### src/rtl/cnn_pkg.sv
// Shared fixed-point definitions for the CNN datapath: word format,
// accumulator width, saturation helper and the dense-layer FSM states.
package cnn_pkg;

  localparam int DATA_WIDTH    = 32;
  localparam int FRACTION_BITS = 20;
  localparam int ACC_WIDTH     = 2 * DATA_WIDTH;

  typedef enum logic [2:0] {
    IDLE,
    MAC,
    DRAIN,
    BIAS,
    WRITE,
    DONE
  } fc_state_e;

  // Clamp a wide accumulator to the signed word range; in-range values
  // keep their low DATA_WIDTH bits unchanged.
  function automatic logic signed [DATA_WIDTH-1:0] saturate(
    input logic signed [ACC_WIDTH-1:0] v
  );
    logic signed [DATA_WIDTH-1:0] r;
    if ((v[ACC_WIDTH-1:DATA_WIDTH-1] == '0) || (v[ACC_WIDTH-1:DATA_WIDTH-1] == '1)) begin
      r = v[DATA_WIDTH-1:0];
    end else if (v[ACC_WIDTH-1]) begin
      r = {1'b1, {(DATA_WIDTH-1){1'b0}}};
    end else begin
      r = {1'b0, {(DATA_WIDTH-1){1'b1}}};
    end
    return r;
  endfunction

endpackage

### src/rtl/fixed_mac.sv
// Fixed-point multiply-accumulate: registered full-width product, then an
// arithmetic shift by FRAC_BITS and accumulate on the following cycle.
// A separate addend path folds a sign-extended word (e.g. a bias) into the sum.
module fixed_mac #(
  parameter int DATA_W    = 32,
  parameter int COEF_W    = 32,
  parameter int FRAC_BITS = 20
) (
  input  logic                             clk,
  input  logic                             rst,
  input  logic                             clr,
  input  logic                             mul_en,
  input  logic                             add_en,
  input  logic signed [DATA_W-1:0]         a,
  input  logic signed [COEF_W-1:0]         b,
  input  logic signed [DATA_W-1:0]         addend,
  output logic signed [DATA_W+COEF_W-1:0]  acc
);

  localparam int ACC_W = DATA_W + COEF_W;

  // Arithmetic right shift: drops fraction bits, truncating toward -inf.
  function automatic logic signed [ACC_W-1:0] shift_frac(input logic signed [ACC_W-1:0] p);
    return p >>> FRAC_BITS;
  endfunction

  logic signed [ACC_W-1:0] a_ext;
  logic signed [ACC_W-1:0] b_ext;
  logic signed [ACC_W-1:0] term_prod;
  logic signed [ACC_W-1:0] term_add;
  logic signed [ACC_W-1:0] prod_p0_d, prod_p0_q;
  logic signed [ACC_W-1:0] acc_p1_d, acc_p1_q;
  logic                    vld_p0_d, vld_p0_q;

  // Next product/accumulator: the product registered last cycle is added only while valid.
  always_comb begin
    a_ext     = {{COEF_W{a[DATA_W-1]}}, a};
    b_ext     = {{DATA_W{b[COEF_W-1]}}, b};
    term_prod = vld_p0_q ? shift_frac(prod_p0_q) : '0;
    term_add  = add_en ? {{COEF_W{addend[DATA_W-1]}}, addend} : '0;
    prod_p0_d = prod_p0_q;
    vld_p0_d  = 1'b0;
    acc_p1_d  = acc_p1_q + term_prod + term_add;
    if (clr) begin
      prod_p0_d = '0;
      vld_p0_d  = 1'b0;
      acc_p1_d  = '0;
    end else if (mul_en) begin
      prod_p0_d = a_ext * b_ext;
      vld_p0_d  = 1'b1;
    end
  end

  // Stage p0 valid flag (control, reset).
  always_ff @(posedge clk) begin
    if (rst) begin
      vld_p0_q <= 1'b0;
    end else begin
      vld_p0_q <= vld_p0_d;
    end
  end

  // Stage p0 product and stage p1 accumulator (data, never reset; cleared on demand).
  always_ff @(posedge clk) begin
    prod_p0_q <= prod_p0_d;
    acc_p1_q  <= acc_p1_d;
  end

  assign acc = acc_p1_q;

endmodule

### src/rtl/fc_dense_layer.sv
// Fully-connected output layer: for each output o, streams IN_NUM feature and
// weight words through fixed_mac, adds the bias, writes the saturated logit,
// then pulses done once all OUT_NUM logits are written.
module fc_dense_layer
  import cnn_pkg::*;
#(
  parameter int DATA_WIDTH    = cnn_pkg::DATA_WIDTH,
  parameter int FRACTION_BITS = cnn_pkg::FRACTION_BITS,
  parameter int IN_NUM        = 128,
  parameter int OUT_NUM       = 10,
  parameter int IN_ADR_WIDTH  = 7,
  parameter int W_ADR_WIDTH   = 11,
  parameter int OUT_ADR_WIDTH = 4
) (
  input  logic                        clk,
  input  logic                        rst,
  input  logic                        axisif_in_start,
  output logic                        axisif_out_done,
  output logic [IN_ADR_WIDTH-1:0]     out_adrIn,
  input  logic signed [DATA_WIDTH-1:0] in_dataIn,
  output logic [W_ADR_WIDTH-1:0]      out_adrW,
  input  logic signed [DATA_WIDTH-1:0] in_dataW,
  output logic [OUT_ADR_WIDTH-1:0]    out_adrB,
  input  logic signed [DATA_WIDTH-1:0] in_dataB,
  output logic [OUT_ADR_WIDTH-1:0]    out_adrOut,
  output logic [DATA_WIDTH-1:0]       out_dataOut,
  output logic                        out_wr
);

  localparam logic [IN_ADR_WIDTH-1:0]  I_LAST = IN_ADR_WIDTH'(IN_NUM - 1);
  localparam logic [OUT_ADR_WIDTH-1:0] O_LAST = OUT_ADR_WIDTH'(OUT_NUM - 1);

  fc_state_e                  state_d, state_q;
  logic [IN_ADR_WIDTH-1:0]    i_d, i_q;
  logic [W_ADR_WIDTH-1:0]     wa_d, wa_q;
  logic [OUT_ADR_WIDTH-1:0]   o_d, o_q;
  logic                       mac_clr, mac_mul, mac_add;
  logic signed [2*DATA_WIDTH-1:0] acc;

  fixed_mac #(
    .DATA_W    (DATA_WIDTH),
    .COEF_W    (DATA_WIDTH),
    .FRAC_BITS (FRACTION_BITS)
  ) u_mac (
    .clk    (clk),
    .rst    (rst),
    .clr    (mac_clr),
    .mul_en (mac_mul),
    .add_en (mac_add),
    .a      (in_dataIn),
    .b      (in_dataW),
    .addend (in_dataB),
    .acc    (acc)
  );

  // Next-state, counter updates and MAC controls; start only honoured in IDLE.
  always_comb begin
    state_d = state_q;
    i_d     = i_q;
    wa_d    = wa_q;
    o_d     = o_q;
    mac_clr = 1'b0;
    mac_mul = 1'b0;
    mac_add = 1'b0;
    case (state_q)
      IDLE: begin
        if (axisif_in_start) begin
          state_d = MAC;
          i_d     = '0;
          wa_d    = '0;
          o_d     = '0;
          mac_clr = 1'b1;
        end
      end
      MAC: begin
        mac_mul = 1'b1;
        i_d     = i_q + 1'b1;
        wa_d    = wa_q + 1'b1;
        if (i_q == I_LAST) begin
          state_d = DRAIN;
        end
      end
      DRAIN: begin
        state_d = BIAS;
      end
      BIAS: begin
        mac_add = 1'b1;
        state_d = WRITE;
      end
      WRITE: begin
        if (o_q == O_LAST) begin
          state_d = DONE;
        end else begin
          o_d     = o_q + 1'b1;
          i_d     = '0;
          mac_clr = 1'b1;
          state_d = MAC;
        end
      end
      DONE: begin
        state_d = IDLE;
      end
      default: begin
        state_d = IDLE;
      end
    endcase
  end

  // State and address counters.
  always_ff @(posedge clk) begin
    if (rst) begin
      state_q <= IDLE;
      i_q     <= '0;
      wa_q    <= '0;
      o_q     <= '0;
    end else begin
      state_q <= state_d;
      i_q     <= i_d;
      wa_q    <= wa_d;
      o_q     <= o_d;
    end
  end

  // Port decode: addresses and data are zero outside the state that uses them.
  always_comb begin
    out_adrIn       = '0;
    out_adrW        = '0;
    out_adrB        = '0;
    out_adrOut      = '0;
    out_dataOut     = '0;
    out_wr          = 1'b0;
    axisif_out_done = 1'b0;
    case (state_q)
      MAC: begin
        out_adrIn = i_q;
        out_adrW  = wa_q;
      end
      BIAS: begin
        out_adrB = o_q;
      end
      WRITE: begin
        out_wr      = 1'b1;
        out_adrOut  = o_q;
        out_dataOut = saturate(acc);
      end
      DONE: begin
        axisif_out_done = 1'b1;
      end
      default: begin
      end
    endcase
  end

endmodule

### config.mk
export PLATFORM = sky130hd
export DESIGN_NAME = fc_dense_layer
export DESIGN_NICKNAME = d
export VERILOG_FILES = /design/src/rtl/cnn_pkg.sv /design/src/rtl/fixed_mac.sv /design/src/rtl/fc_dense_layer.sv
export SDC_FILE = /design/constraint.sdc
export NUM_CORES = 2
export LEC_CHECK = 0
export BUFFER_PORTS_ARGS = -buffer_cell sky130_fd_sc_hd__buf_2
export CORE_UTILIZATION = 67
export CTS_BUF_LIST = sky130_fd_sc_hd__clkbuf_4
export CTS_CLUSTER_DIAMETER = 60
export DETAILED_ROUTE_END_ITERATION = 8
export PLACE_DENSITY = 0.95
export SYNTH_ARGS = -nofsm -noshare
export SYNTH_HDL_FRONTEND = slang
export SYNTH_SLANG_ARGS = --single-unit
export TNS_END_PERCENT = 1
### constraint.sdc
create_clock -name clk -period 9 [get_ports clk]
set_input_delay 0.45 -clock clk [delete_from_list [all_inputs] [get_ports clk]]
set_output_delay 0.45 -clock clk [all_outputs]
set_load 0.02 [all_outputs]
* Word-level counts from Yosys, hierarchy flattened
Cells that the tools add are included.
Storage, ports and cells: memories 0, output and inout port bits 60, bits in latches 0, register bits 154, RAM bits 0, bits in read-only memories 0, bits of input ports 99
Cells by class: equality and inequality tests 11, muxes and demuxes 29, shift-type cells 0, $mul 1, bitwise logic cells 0, div/mod/pow operators 0, $add $sub $neg 5, reduce and logical (&&, ||, !) cells 11, $lt $le $gt $ge 0
Operators by type and width (count):
- 64-bit adder | 2
- 64-bit 2-to-1 mux | 2
- 32-bit 2-to-1 mux | 3
- 32-bit by 32-bit multiplier with 64-bit output | 1
- 33-bit == test (second input constant) | 1
- 33-bit logical NOT | 1
- 11-bit 2-to-1 mux | 2
- 11-bit one-hot mux with 2 select lines | 1
- 7-bit 2-to-1 mux | 3
- 7-bit one-hot mux with 3 select lines | 1
- 4-bit 2-to-1 mux | 4
- 3-bit one-hot mux with 5 select lines | 1
- 11-bit by 1-bit adder with 11-bit output (second input constant) | 1
- 3-bit 2-to-1 mux | 3
- 4-bit one-hot mux with 2 select lines | 1
- 7-bit by 1-bit adder with 7-bit output (second input constant) | 1
- 7-bit == test (second input constant) | 1
- 1-bit 2-to-1 mux | 7
- 3-bit by 2-bit == test with 1-bit output (second input constant) | 2
- 3-bit == test (second input constant) | 2
- 2-bit != test (second input constant) | 3
- 3-bit AND reduction | 2
- 4-bit by 1-bit adder with 4-bit output (second input constant) | 1
- 4-bit == test (second input constant) | 1
- 8 further kinds | 10

* Logic depth before layout (Yosys ltp)
word-level depth 4, mapped depth 29

* Cells and area by module
From an unflattened synthesis, not the netlist that was laid out.
Second synthesis, totals: cells, all modules 5052, area total of the unflattened synthesis 46161.8 µm²
By module, submodules not included:
- fixed_mac | instances 1, area each 44286.2 µm², cells an instance 4778
- fc_dense_layer | instances 1, area each 1875.5 µm², cells an instance 274

* Least setup slack after synthesis
OpenSTA, ideal clock, no wires.
path kind in2reg, start point in in_dataW[2], end point reg u_mac.prod_p0_q[61], required time 8874 ps, library setup time 126 ps, data arrival time 7644 ps, setup slack 1230 ps, stages on the path 26, cells stage by stage clkbuf_1 -> nand2_1 -> inv_1 -> fa_1 -> fa_1 -> fa_1 -> fa_1 -> inv_1 -> fa_1 -> inv_1 -> fa_1 -> inv_1 -> fa_1 -> inv_1 -> fa_1 -> ha_1 -> a21o_1 -> a21oi_1 -> nor2_1 -> nor2_1 -> o21bai_1 -> a211o_1 -> a221oi_1 -> nor3_1 -> a221oi_1 -> nand3b_1
On the way: cells in the longest elaborated chain, start to end 1
Ends and longest elaborated chain:
- start: declaration | RTL line fc_dense_layer.sv:22 | input logic signed [DATA_WIDTH-1:0] in_dataW,
- 32-bit by 32-bit multiplier with 64-bit output | RTL line fixed_mac.sv:49 | prod_p0_d = a_ext * b_ext;
- end signal: assignment | RTL line fixed_mac.sv:65 | prod_p0_q <= prod_p0_d;
- end: declaration | RTL line fixed_mac.sv:31 | logic signed [ACC_W-1:0] prod_p0_d, prod_p0_q;
Every way passes these cells. A chain may end at the register's enable or synchronous reset.

* Worst setup path after layout
start point in in_dataIn[31], end point reg u_mac.prod_p0_q[63]
On the way: cells in the longest elaborated chain, start to end 1
Ends and longest elaborated chain:
- start: declaration | RTL line fc_dense_layer.sv:20 | input logic signed [DATA_WIDTH-1:0] in_dataIn,
- 32-bit by 32-bit multiplier with 64-bit output | RTL line fixed_mac.sv:49
Every way passes these cells.

==> results.json <==
{
  "fin_skew_ps": 23.7,
  "path_class": "input pin to flip-flop",
  "start_util_pct": 67.8,
  "fp.dieW_um": 266,
  "die_h_um": 266,
  "gp_congestion": 1.02,
  "final_layout_size_suffix_gt1_share_pct": 5.34,
  "portBuffers": 158,
  "synthAdderAreaFrac_pct": 55.9,
  "grt_max_degree": 79,
  "outcome": "completed",
  "max_freq_ghz": 0.119,
  "r2r-start": "state_q[0]",
  "timing.final.hold_violations": 0,
  "synthMuxAreaShare_pct": 0.239,
  "cts_made_buffers": 17,
  "synth_ff_type": "dfxtp_1",
  "overflow": 0,
  "grt_pass1_vias": 41800,
  "cp_slowest_cell": "fa_1",
  "fin_tns_setup_ps": 0,
  "worstPathMaxFanout": 32,
  "period_needed_ps": 8390,
  "finalSetupViolCount": 0,
  "synth_compound_area_share_pct": 6.64,
  "cts_setup_buffers": 0,
  "cap_violations": 0,
  "cts.sinks": 134,
  "viasPerCell": 6.03,
  "synth_nets": 6711,
  "root_buffer": "clkbuf_4",
  "fillers": 4713,
  "final_cell_mix": "inv_1, fa_1, nand2_1",
  "vias": 37000,
  "hold_ws_ps": 262,
  "cp_common_cell": "fa_1",
  "ys_ff_latch": 134,
  "nets": 6670,
  "tightest_slew_ps": 1320,
  "clkLatencyLatePin_ps": 580,
  "seqCellArea_sq_mm": 0.00268,
  "core_sq_mm": 0.0687,
  "clkSlewWorstSetupHoldPaths_ps": 120,
  "htree_levels": 4,
  "yosys.area_share.simple_pct": 17.7,
  "track_usage_pct": 39.1,
  "rsz0062_at_grt": "no",
  "ant_nets": 0,
  "die_area_sq_mm": 0.0705,
  "holdBufCountCts": 0,
  "multi_input_area_sq_mm": 0.0384,
  "io_pins": 159,
  "clock_path_buffers": 2,
  "yosysWarnings": 0,
  "slew_headroom_pct": 11.8,
  "syn_area_sq_mm": 0.0465,
  "min_path_type": "input pin to flip-flop",
  "async_flop_share_pct": 0,
  "required_ps": 9510,
  "endpoint_kind": "flip-flop",
  "cp-start-kind": "input pin",
  "antenna_found_initial": 7,
  "syn2layout_area_growth_pct": 3.62,
  "rows": 96,
  "crit_chain": "buf_2 > nand2_1 > fa_1 > fa_1 > fa_1 > fa_1 > inv_1 > fa_1 > fa_1 > fa_1 > fa_1 > ha_1 > nand2_1 > nor3_1 > nand2_1 > nor4_1 > o211ai_1 > a21oi_2 > o21ai_1 > a211o_1 > a31oi_1",
  "syn_inst": 5220,
  "min_period_over_period_pct": 93.2,
  "crit_arrival_ps": 8900,
  "cts_tree": "yes",
  "layout_commonest_cell": "inv_1",
  "crit_path_max_incr_delay_ps": 880,
  "wirelength_um": 131000,
  "design_area_sq_mm": 0.0482,
  "yosysSeqAreaShare_pct": 5.76,
  "drc_errors": 0,
  "synth_top_family_by_area": "adder cells",
  "first_pass_iters": 8,
  "syn_area_per_cell_sq_um": 8.92,
  "grt_pass1_wl_um": 213000,
  "ys_types": 87,
  "synthXorXnorAreaFrac_pct": 2.11,
  "dpl_cell_area_sq_mm": 0.0479,
  "crit_start": "in_dataIn[31]",
  "synth_edf_count": 0,
  "place.detailed.hpwl_um": 105000,
  "min_from": "axisif_in_start",
  "drt-initial-drc-count": 3419,
  "drv_slew": 0,
  "wl_per_cell_um": 21.4,
  "cts_repair_resize_count": 0
}
[area by class of cell]
| type | instances | share of cell area [%] |
|---|---|---|
| timing repair buffer | 211 | 2.49 |
| clock buffer | 19 | 0.296 |
| tap | 931 | 2.42 |
| sequential | 134 | 5.56 |
| inverter | 1168 | 9.09 |
| multi-input combinational | 3647 | 79.7 |
| antenna | 6 | 0.0311 |
| clock inverter | 13 | 0.425 |
[logic make-up (layout without fill, tap and decap cells)]
logic type | count (synthesis) | after routing
other | 0 | 6
flip-flops | 134 | 134
buffers and inverters | 1439 | 1411
adder cells (fa/ha/maj) | 1392 | 1392
AND/OR/NAND/NOR | 1655 | 1655
XOR/XNOR | 112 | 112
AO/OA/AOI/OAI | 477 | 477
multiplexers | 11 | 11
[cell usage after synthesis, drive strengths merged (9+ instances only)]
| library cell | count | area [sq um] |
|---|---|---|
| and3 | 28 | 175 |
| inv | 1168 | 4380 |
| nand3 | 52 | 270 |
| nand4 | 41 | 257 |
| mux2i | 10 | 100 |
| nor2b | 40 | 258 |
| xnor2 | 69 | 604 |
| and2 | 545 | 3410 |
| a21o | 58 | 437 |
| o31ai | 9 | 77.6 |
| fa | 1145 | 22900 |
| xor2 | 43 | 377 |
| or3 | 10 | 70.1 |
| a31oi | 19 | 125 |
| o211ai | 18 | 140 |
| o21ai | 91 | 455 |
| a21oi | 150 | 754 |
| nor2 | 137 | 514 |
| clkbuf | 259 | 985 |
| nand2b | 25 | 156 |
| buf | 10 | 57.6 |
| a211oi | 12 | 90.1 |
| o21bai | 23 | 173 |
| nor3 | 30 | 150 |
| dfxtp | 134 | 2680 |
| o21a | 38 | 285 |
| ha | 247 | 3090 |
| nand2 | 703 | 2640 |
| nor4 | 20 | 131 |
[layer usage]
metal	track usage (%)	vias to the layer above	wire length, um
met5	0	-	35
met4	31.8	6	12700
met3	12.1	984	15400
met2	63.2	2488	62000
met1	42.6	18100	40800
li1	-	15400	-
[sequential cells by signal (all words and copies together), names as in the netlist]
name             count
state_q              3
u_mac.acc           64
o_q                  4
u_mac.prod_p0_q     44
i_q                  7
wa_q                11
u_mac.vld_p0_q       1
[critical path, delay by kind of cell]
family,cells,cell delay (ps)
buffers and inverters,2,560
adders and majority gates,9,5330
AOI/OAI and AO/OA,5,1230
and+or+nand+nor,5,1290
[worst paths after layout]
check,endpoint,slack (ps),depth (start not counted)
hold / removal,state_q[0],260,4
hold reg to reg,u_mac.prod_p0_q[39],470,2
setup reg to reg,u_mac.acc[40],3380,17
setup / recovery,u_mac.prod_p0_q[63],610,21
[through the flow]
stage          setup WS, ps  util (%)  instances
4_1_cts                 845      70.2       6123
6_report                610      70.2       6129
3_5_place_dp            243      69.7       6091
5_1_grt                 338      70.2       6124
2_1_floorplan          1230         -       5220
3_3_place_gp            665      69.7       6091
Power is not shown: default switching activity piles up to over one toggle a cycle in this logic, so the estimate is an artifact.
